$ cat src/rtl/decoder_pkg.sv
// Shared definitions for the registered decoder: mode encodings and scan states.
package decoder_pkg;

   typedef logic [1:0] mode_t;

   localparam mode_t MODE_DIRECT = 2'd0;
   localparam mode_t MODE_LATCH  = 2'd1;
   localparam mode_t MODE_SCAN   = 2'd2;
   localparam mode_t MODE_RSVD   = 2'd3;

   typedef enum logic {
      ST_IDLE = 1'b0,
      ST_RUN  = 1'b1
   } scan_st_t;

endpackage

$ cat src/rtl/onehot_dec.sv
// Combinational AW-to-OUTS active-high one-hot decoder with enable.
// Addresses at or beyond OUTS select no line.
module onehot_dec #(
   parameter int AW   = 4,
   parameter int OUTS = 16
) (
   input  logic [AW-1:0]   i_addr,
   input  logic            i_en,
   output logic [OUTS-1:0] o_hot
);

   // One compare per output line.
   always_comb begin
      o_hot = '0;
      for (int i = 0; i < OUTS; i++) begin
         if (i_en && (i_addr == AW'(i))) begin
            o_hot[i] = 1'b1;
         end else begin
            o_hot[i] = 1'b0;
         end
      end
   end

endmodule

$ cat src/rtl/decoder_seq.sv
// Registered active-low decoder with direct, latched (74x137 style) and scan modes.
// o_ shows the decode of the post-edge latch/counter state with one cycle of latency.
module decoder_seq
   import decoder_pkg::*;
#(
   parameter int AW   = 4,
   parameter int OUTS = 16,
   parameter int LAST = OUTS - 1
) (
   input  logic             clk_sys,
   input  logic             rst_,
   input  logic             en1_,
   input  logic             en2_,
   input  logic [1:0]       mode,
   input  logic [AW-1:0]    a,
   input  logic             le,
   input  logic             start,
   input  logic             step,
   output logic [0:OUTS-1]  o_,
   output logic             busy,
   output logic             wrap
);

   localparam logic [AW-1:0] LAST_C = AW'(LAST);

   scan_st_t         r_state;
   logic [AW-1:0]    r_cnt;
   logic [AW-1:0]    r_latch;
   logic             r_wrap;
   logic [0:OUTS-1]  r_out;

   scan_st_t         w_state_nxt;
   logic [AW-1:0]    w_cnt_nxt;
   logic             w_wrap_nxt;
   logic [AW-1:0]    w_sel;
   logic             w_sel_vld;
   logic             w_dec_en;
   logic [OUTS-1:0]  w_hot;
   logic [0:OUTS-1]  w_out_nxt;

   // Scan FSM next state; leaving SCAN mode aborts a running scan without a wrap pulse.
   always_comb begin
      w_state_nxt = r_state;
      w_cnt_nxt   = r_cnt;
      w_wrap_nxt  = 1'b0;
      if (mode != MODE_SCAN) begin
         if (r_state == ST_RUN) begin
            w_state_nxt = ST_IDLE;
            w_cnt_nxt   = '0;
         end else begin
            w_state_nxt = r_state;
         end
      end else begin
         case (r_state)
            ST_IDLE: begin
               if (start) begin
                  w_state_nxt = ST_RUN;
                  w_cnt_nxt   = '0;
               end else begin
                  w_state_nxt = ST_IDLE;
               end
            end
            ST_RUN: begin
               if (start) begin
                  w_cnt_nxt = '0;
               end else if (step) begin
                  if (r_cnt == LAST_C) begin
                     w_state_nxt = ST_IDLE;
                     w_cnt_nxt   = '0;
                     w_wrap_nxt  = 1'b1;
                  end else begin
                     w_cnt_nxt = r_cnt + AW'(1);
                  end
               end else begin
                  w_cnt_nxt = r_cnt;
               end
            end
            default: begin
               w_state_nxt = ST_IDLE;
               w_cnt_nxt   = '0;
            end
         endcase
      end
   end

   // Select the index to decode; the latch is transparent on its load cycle.
   always_comb begin
      w_sel     = a;
      w_sel_vld = 1'b0;
      case (mode)
         MODE_DIRECT: begin
            w_sel     = a;
            w_sel_vld = 1'b1;
         end
         MODE_LATCH: begin
            if (le) begin
               w_sel = a;
            end else begin
               w_sel = r_latch;
            end
            w_sel_vld = 1'b1;
         end
         MODE_SCAN: begin
            w_sel     = w_cnt_nxt;
            w_sel_vld = (w_state_nxt == ST_RUN);
         end
         default: begin
            w_sel     = a;
            w_sel_vld = 1'b0;
         end
      endcase
   end

   assign w_dec_en = w_sel_vld & ~en1_ & ~en2_;

   onehot_dec #(
      .AW   (AW),
      .OUTS (OUTS)
   ) u_dec (
      .i_addr (w_sel),
      .i_en   (w_dec_en),
      .o_hot  (w_hot)
   );

   // Invert to active low, mapping hot bit i onto o_[i].
   always_comb begin
      w_out_nxt = '1;
      for (int i = 0; i < OUTS; i++) begin
         w_out_nxt[i] = ~w_hot[i];
      end
   end

   // Register latch, scan state and outputs.
   always_ff @(posedge clk_sys or negedge rst_) begin
      if (!rst_) begin
         r_state <= ST_IDLE;
         r_cnt   <= '0;
         r_latch <= '0;
         r_wrap  <= 1'b0;
         r_out   <= '1;
      end else begin
         r_state <= w_state_nxt;
         r_cnt   <= w_cnt_nxt;
         r_wrap  <= w_wrap_nxt;
         r_out   <= w_out_nxt;
         if ((mode == MODE_LATCH) && le) begin
            r_latch <= a;
         end else begin
            r_latch <= r_latch;
         end
      end
   end

   assign o_   = r_out;
   assign busy = (r_state == ST_RUN);
   assign wrap = r_wrap;

endmodule

$ cat config.mk
export PLATFORM = sky130hd
export DESIGN_NAME = decoder_seq
export DESIGN_NICKNAME = d
export VERILOG_FILES = /design/src/rtl/decoder_pkg.sv /design/src/rtl/onehot_dec.sv /design/src/rtl/decoder_seq.sv
export SDC_FILE = /design/constraint.sdc
export NUM_CORES = 1
export LEC_CHECK = 0
export CAP_MARGIN = 20
export CORE_ASPECT_RATIO = 1.2
export CORE_UTILIZATION = 25
export DETAILED_ROUTE_END_ITERATION = 12
export DONT_BUFFER_PORTS = 1
export GPL_TIMING_DRIVEN = 1
export MAX_ROUTING_LAYER = met4
export PLACE_DENSITY_LB_ADDON = 0.25
export REMOVE_ABC_BUFFERS = 1
export SETUP_SLACK_MARGIN = 0.1
export SLEW_MARGIN = 5
export SYNTH_ARGS = -nofsm -noshare
export SYNTH_HDL_FRONTEND = slang
export SYNTH_SLANG_ARGS = --single-unit
$ cat constraint.sdc
create_clock -name clk_sys -period 2.15 [get_ports clk_sys]
set_input_delay 0.215 -clock clk_sys [delete_from_list [all_inputs] [get_ports clk_sys]]
set_output_delay 0.215 -clock clk_sys [all_outputs]
set_load 0.005 [all_outputs]
== Yosys cells after proc, flatten, opt, wreduce, memory -nomap -nowiden ==
Index checks and enable logic that the tools add are counted.
Cells by class
  add/subtract/negate cells: 1
  multiply operators: 0
  div/mod/pow operators: 0
  magnitude comparators: 0
  equal/unequal tests: 19
  shift operators: 0
  muxes and demuxes: 37
  bitwise operators: 21
  reduce and logical (&&, ||, !) cells: 20
Operators with widths (number)
  4-bit equality test, second input constant: 9
  4-bit two-way mux: 7
  1-bit two-way mux: 26
  1-bit inverter: 19
  1-bit logical AND: 17
  4-bit by 3-bit equality test with 1-bit output, second input constant: 4
  4-bit case mux with 2 select lines: 2
  4-bit by 2-bit equality test with 1-bit output, second input constant: 2
  4-bit by 1-bit adder with 4-bit output, second input constant: 1
  4-bit by 1-bit equality test with 1-bit output, second input constant: 1
  4-bit zero test: 1
  1-bit case mux with 2 select lines: 2
  1-bit bitwise AND: 2
  2-bit by 1-bit equality test with 1-bit output, second input constant: 1
  2-bit equality test, second input constant: 1
  2-bit zero test: 1
  2-bit inequality test, second input constant: 1
  2-bit OR reduction: 1
Storage, ports and cells
  register bits: 26
  latch bits: 0
  bits in writable memories: 0
  ROM bits: 0
  bits of input ports: 13
  output and inout port bits: 18
  word-level logic and storage cells: 103
  memories kept: 0

== Logic depth before layout (Yosys ltp) ==
Gate-level depths: netlist (run 1).
  depth in word-level cells: 12
  depth in mapped cells: 9

== By module ==
A second synthesis (run 1) with hierarchy kept.
Unflattened totals
  cells, all modules: 125
  area, all modules: 1270.0 um^2
By module, submodules not included
  decoder_seq: times used 1, cells each 102, area an instance 1152.4 um^2, seq. area each 670.6 um^2
  onehot_dec: times used 1, cells each 23, area an instance 117.6 um^2, seq. area each 0.0 um^2

== Least setup slack after synthesis (run 1) ==
Ideal clock, no wire load.
  path kind: register to register
  from: register r_cnt[1]
  to: register r_out, in the netlist o_[14]
  setup time: 86 ps
  data arrival time: 1688 ps
  required time: 2064 ps
  path slack: 377 ps
  cell stages (with the launch flop): 8
  buffers on the path: 1
  clock period less this slack: 1773 ps
  path through: dfrtp_1 -> ha_1 -> nand4_1 -> a31oi_1 -> or4_4 -> o21ba_1 -> buf_6 -> nand3_1
On the way
  word-level cells in the longest chain between the ends: 12
RTL lines
  start, declared: RTL line decoder_seq.sv:27  | logic [AW-1:0] r_cnt;
  start signal, assigned: RTL line decoder_seq.sv:143  | r_cnt <= w_cnt_nxt;
  branches (longest 9 deep; another with 4-bit by 1-bit adder with 4-bit output)
  1-bit logical AND (*): RTL line onehot_dec.sv:16  | if (i_en && (i_addr == AW'(i))) begin
  1-bit two-way mux (*): RTL line onehot_dec.sv:16
  1-bit inverter (*): RTL line decoder_seq.sv:129  | w_out_nxt[i] = ~w_hot[i];
  named net w_out_nxt (one bit): RTL line decoder_seq.sv:39  | logic [0:OUTS-1] w_out_nxt;
  end signal, assigned: RTL line decoder_seq.sv:145  | r_out <= w_out_nxt;
  end, declared: RTL line decoder_seq.sv:30  | logic [0:OUTS-1] r_out;
Mark *: on every way through the listed nets, which the timed path passes.
A chain may end at the register's enable or synchronous reset.

== Worst setup path in the final report (run 1) ==
  from: register r_cnt[1]
  to: register r_out, in the netlist o_[4]
On the way
  word-level cells in the longest chain between the ends: 12
RTL lines (RTL line)
  branches (longest 9 deep; another with 4-bit by 1-bit adder with 4-bit output)
  1-bit logical AND (*): onehot_dec.sv:16
  1-bit two-way mux (*): onehot_dec.sv:16
  1-bit inverter (*): decoder_seq.sv:129
  named net w_out_nxt (one bit): decoder_seq.sv:39
Marks and branches as above.

==> out/results.ini, run 1 <==
[outcome]
outcome = finished clean

[grt]
grt_pass1_wl_mm = 4.89
first_global_vias = 984
gr-usage-all-layers = 0.108
grt_antenna_before_repair = 0
largest_net_degree_at_the_start_of_global_routing = 27
overflow = 0

[power_and_ir_drop]
totalPowerFinal_mw = 1.04
worst_ir_drop_vdd_mv = 0.222
swShare = 0.225
pwr_density_cell_nw_per_um2 = 668
p_switching_mw = 0.234
portion_of_total_power_attributed_to_combinational_logic = 0.115
power.internal_mw = 0.809
pleak_nw = 0.583
clock_power_share = 0.388
power.share.sequential = 0.498

[setup_path]
r2r_cells = 6
critical_path_peak_fanout = 8
setup.worst_path.start_class = flop
critPathSlowestCell = sky130_fd_sc_hd__or4_4
rr_startpoint = r_cnt[1]
timing.critical_path.arrival_ps = 2050
endpoint_kind = flop
critical_path_buf_inv_count = 0
worst_ep_required_time_ps = 2330
critical_path.reg2reg.endpoint = o_[4]
critical-path-top-delay-family = simple AND/OR/NAND/NOR gates
minimum_setup_slack_among_reg_to_reg_paths_ps = 280
timing.setup.critical_path_class = reg2reg
critical_path.max_stage_delay_ps = 450
path_cells = ha_2, nand4_1, a31oi_1, or4_4, nor3_4, nand3_1

[drt]
antenna_violating_nets_post_route = 0
vias_per_cell = 5.12
drt-initial-drc-count = 38
drc = 0
wirelength_mm = 2.93
detailroute.via_count = 1024
wl_per_cell_um = 14.7
detail_route.first_pass.iterations = 4

[worst_hold_path]
hold_path_depth = 1
hold_path_startpoint = start
end_point_of_the_worst_hold_path = r_cnt[2]
min-delay-path-class = in2reg

[yosys]
synth_area_per_cell_um2 = 10.3
most_used_dff_post_synth = sky130_fd_sc_hd__dfstp_2
syn-cell-area_um2 = 1400
synth-edff-count = 0
yosys_register_bits = 26
most_frequent_cells_after_synthesis = sky130_fd_sc_hd__nand2_1 (17), sky130_fd_sc_hd__dfstp_2 (16), sky130_fd_sc_hd__dfrtp_1 (10), sky130_fd_sc_hd__nand3_1 (10)
synth_top_cell_area_share = 0.301
synth_seq_area_share = 0.480
synthDominantAreaCellType = sky130_fd_sc_hd__dfstp_2
synth_async_sr_flop_share = 1.00
mapped_cells = 136
ys_warns = 0
synthDistinctLibCells = 42
synthMostInstantiatedCell = sky130_fd_sc_hd__nand2_1
synth.area.top_cells = sky130_fd_sc_hd__dfstp_2 (30%), sky130_fd_sc_hd__dfrtp_1 (18%), sky130_fd_sc_hd__nand2_1 (4.6%), sky130_fd_sc_hd__ha_1 (4.5%), sky130_fd_sc_hd__nand3_1 (3.6%)

[sta]
finClkSkew_ps = 3.68
final_min_period_over_clock_period = 0.869
worst_slew_pin_slew_ps = 494
fin_tns_setup_ps = 0
timing.slew.headroom = 0.667
max_clock_freq_mhz = 535
worst_hold_slack_ps = 44.3
setup_ws_ps = 282
report.final.slew_viol_count = 0
time_the_worst_path_needs_with_i_o_delays_and_setup_ps = 1870
timing.final.setup_violations = 0
final_hold_viol_count = 0
rsz0062_at_grt = no

[die]
core_area_um2 = 5330
die-width_um = 70.2
dieArea_um2 = 5890
die_h_um = 83.9
rows = 29
ios = 31
floorplan.initialDensity = 0.262

[clock_tree]
tritoncts = done
cts_h_tree_depth = 1
clk_pin_slew_ps = 90
clkSinkCount = 26
clock_tree.buffer_depth = 2
insertion_delay_ps = 270
numCtsBuffers = 3
clock_tree.root_cell = sky130_fd_sc_hd__clkbuf_8

[placement]
final_estimated_routing_congestion_in_global_placement = 0.799
io_buffer_count = 0
hpwl_mm = 2.18
dp_slack_ps = 105

[final_layout]
diodes = 0
multi_input_area_um2 = 681
post_route_cells_drive_above_1_share = 0.246
num-fill-cells = 553
areaGrowthSynthToFinish_pct = 11.9
layout.nets = 157
area.sequential_um2 = 673

[job]
cap_violations = 0

[kinds of logic (layout without fill, tap and decap cells)]
family,Yosys count,count (layout),share of synthesized area
compound gates,25,25,0.138
fa+ha+maj,5,5,0.0448
flops,26,26,0.480
mux,2,2,0.0152
simple gates,67,67,0.271
xor+xnor,2,2,0.0125
buf+inv,9,11,0.0385
[power groups by stage]
stage	registers (mW)	logic (mW)	clock network, mW
after floorplan	0.525	0.0811	0
after global placement	0.526	0.101	0
after detailed placement	0.526	0.103	0
after CTS	0.519	0.120	0.416
after global routing	0.522	0.136	0.428
final	0.519	0.120	0.405
[metal layers]
metal	GRT usage	share of wire	vias to the layer above
met2	0.182	0.51	31
met1	0.121	0.42	501
met4	0.0509	0.025	0
met5	-	0	-
li1	-	-	486
met3	0.0242	0.047	6
[what timing repair did]
item | 4_1_cts | 5_1_grt
pin swaps | 0 | 1
endpoints found under the setup margin | 1 | 11
resized for setup | 1 | 5
buffers inserted | 0 | 1
hold endpoints to repair | 26 | 0
hold buffers | 2 | 0
[worst register-to-register path: cells and delay by family, from the launching register on]
family / cells / cell delay, ps
compound gates: 1 / 90
simple gates: 4 / 1030
fa+ha+maj: 1 / 220
flops: 1 / 440
[through the flow]
step / std cells / instance area, um2 / utilization
3_5_place_dp: 193 / 1440 / 0.270
3_3_place_gp: 193 / 1440 / 0.270
4_1_cts: 199 / 1540 / 0.289
5_1_grt: 200 / 1560 / 0.293
2_1_floorplan: 129 / 1350 / -
6_report: 200 / 1560 / 0.293
[sequential cells by signal, indices dropped and copies added (netlist names)]
signal,count
busy,1
o_,16
r_cnt,4
r_latch,4
wrap,1
[area by class of cell]
type                            count  area share
Multi-Input combinational cell    101       0.436
Sequential cell                    26       0.431
Tap cell                           62      0.0496
Timing Repair Buffer                5      0.0336
Clock buffer                        3      0.0264
Clock inverter                      1      0.0192
Inverter                            2     0.00480
[worst max path at each step]
stage | from | end | slack, ps | cells after the start
2_1_floorplan | r_cnt[0] | o_[6] | 260 | 6
3_3_place_gp | r_cnt[1] | o_[6] | 210 | 6
3_5_place_dp | r_cnt[1] | o_[14] | 110 | 6
4_1_cts | r_cnt[1] | o_[4] | 170 | 6
5_1_grt | r_cnt[1] | o_[12] | 130 | 6
6_report | r_cnt[1] | o_[4] | 280 | 6
[placed cells by master (no fill, tap or decap), types with 2 or more instances in the layout]
cell and count:
sky130_fd_sc_hd__ha_1 4, sky130_fd_sc_hd__nand4_1 2, sky130_fd_sc_hd__nand3_1 10, sky130_fd_sc_hd__nand3b_1 5, sky130_fd_sc_hd__nor3_1 5, sky130_fd_sc_hd__dfrtp_1 8
sky130_fd_sc_hd__clkbuf_8 3, sky130_fd_sc_hd__a21o_1 2, sky130_fd_sc_hd__nor2_1 7, sky130_fd_sc_hd__and3_1 2, sky130_fd_sc_hd__nand2b_1 3, sky130_fd_sc_hd__a21oi_1 5
sky130_fd_sc_hd__dfrtp_2 2, sky130_fd_sc_hd__dfstp_2 16, sky130_fd_sc_hd__and2_1 3, sky130_fd_sc_hd__nand2_1 17, sky130_fd_sc_hd__nor2b_1 6, sky130_fd_sc_hd__inv_1 2
sky130_fd_sc_hd__o21ai_0 6, sky130_fd_sc_hd__buf_4 3
Power figures use the tool's default switching activity.
==> run 2: changes to the inputs <==
--- a/config.mk
+++ b/config.mk
@@ -5,6 +5,7 @@
 export SDC_FILE = /design/constraint.sdc
 export NUM_CORES = 1
 export LEC_CHECK = 0
+export ABC_CLOCK_PERIOD_IN_PS = 2150
 export CAP_MARGIN = 20
 export CORE_ASPECT_RATIO = 1.2
 export CORE_UTILIZATION = 25
==> results of run 2 <==
The final DEF is identical to that of run 1; final timing and power are the same.
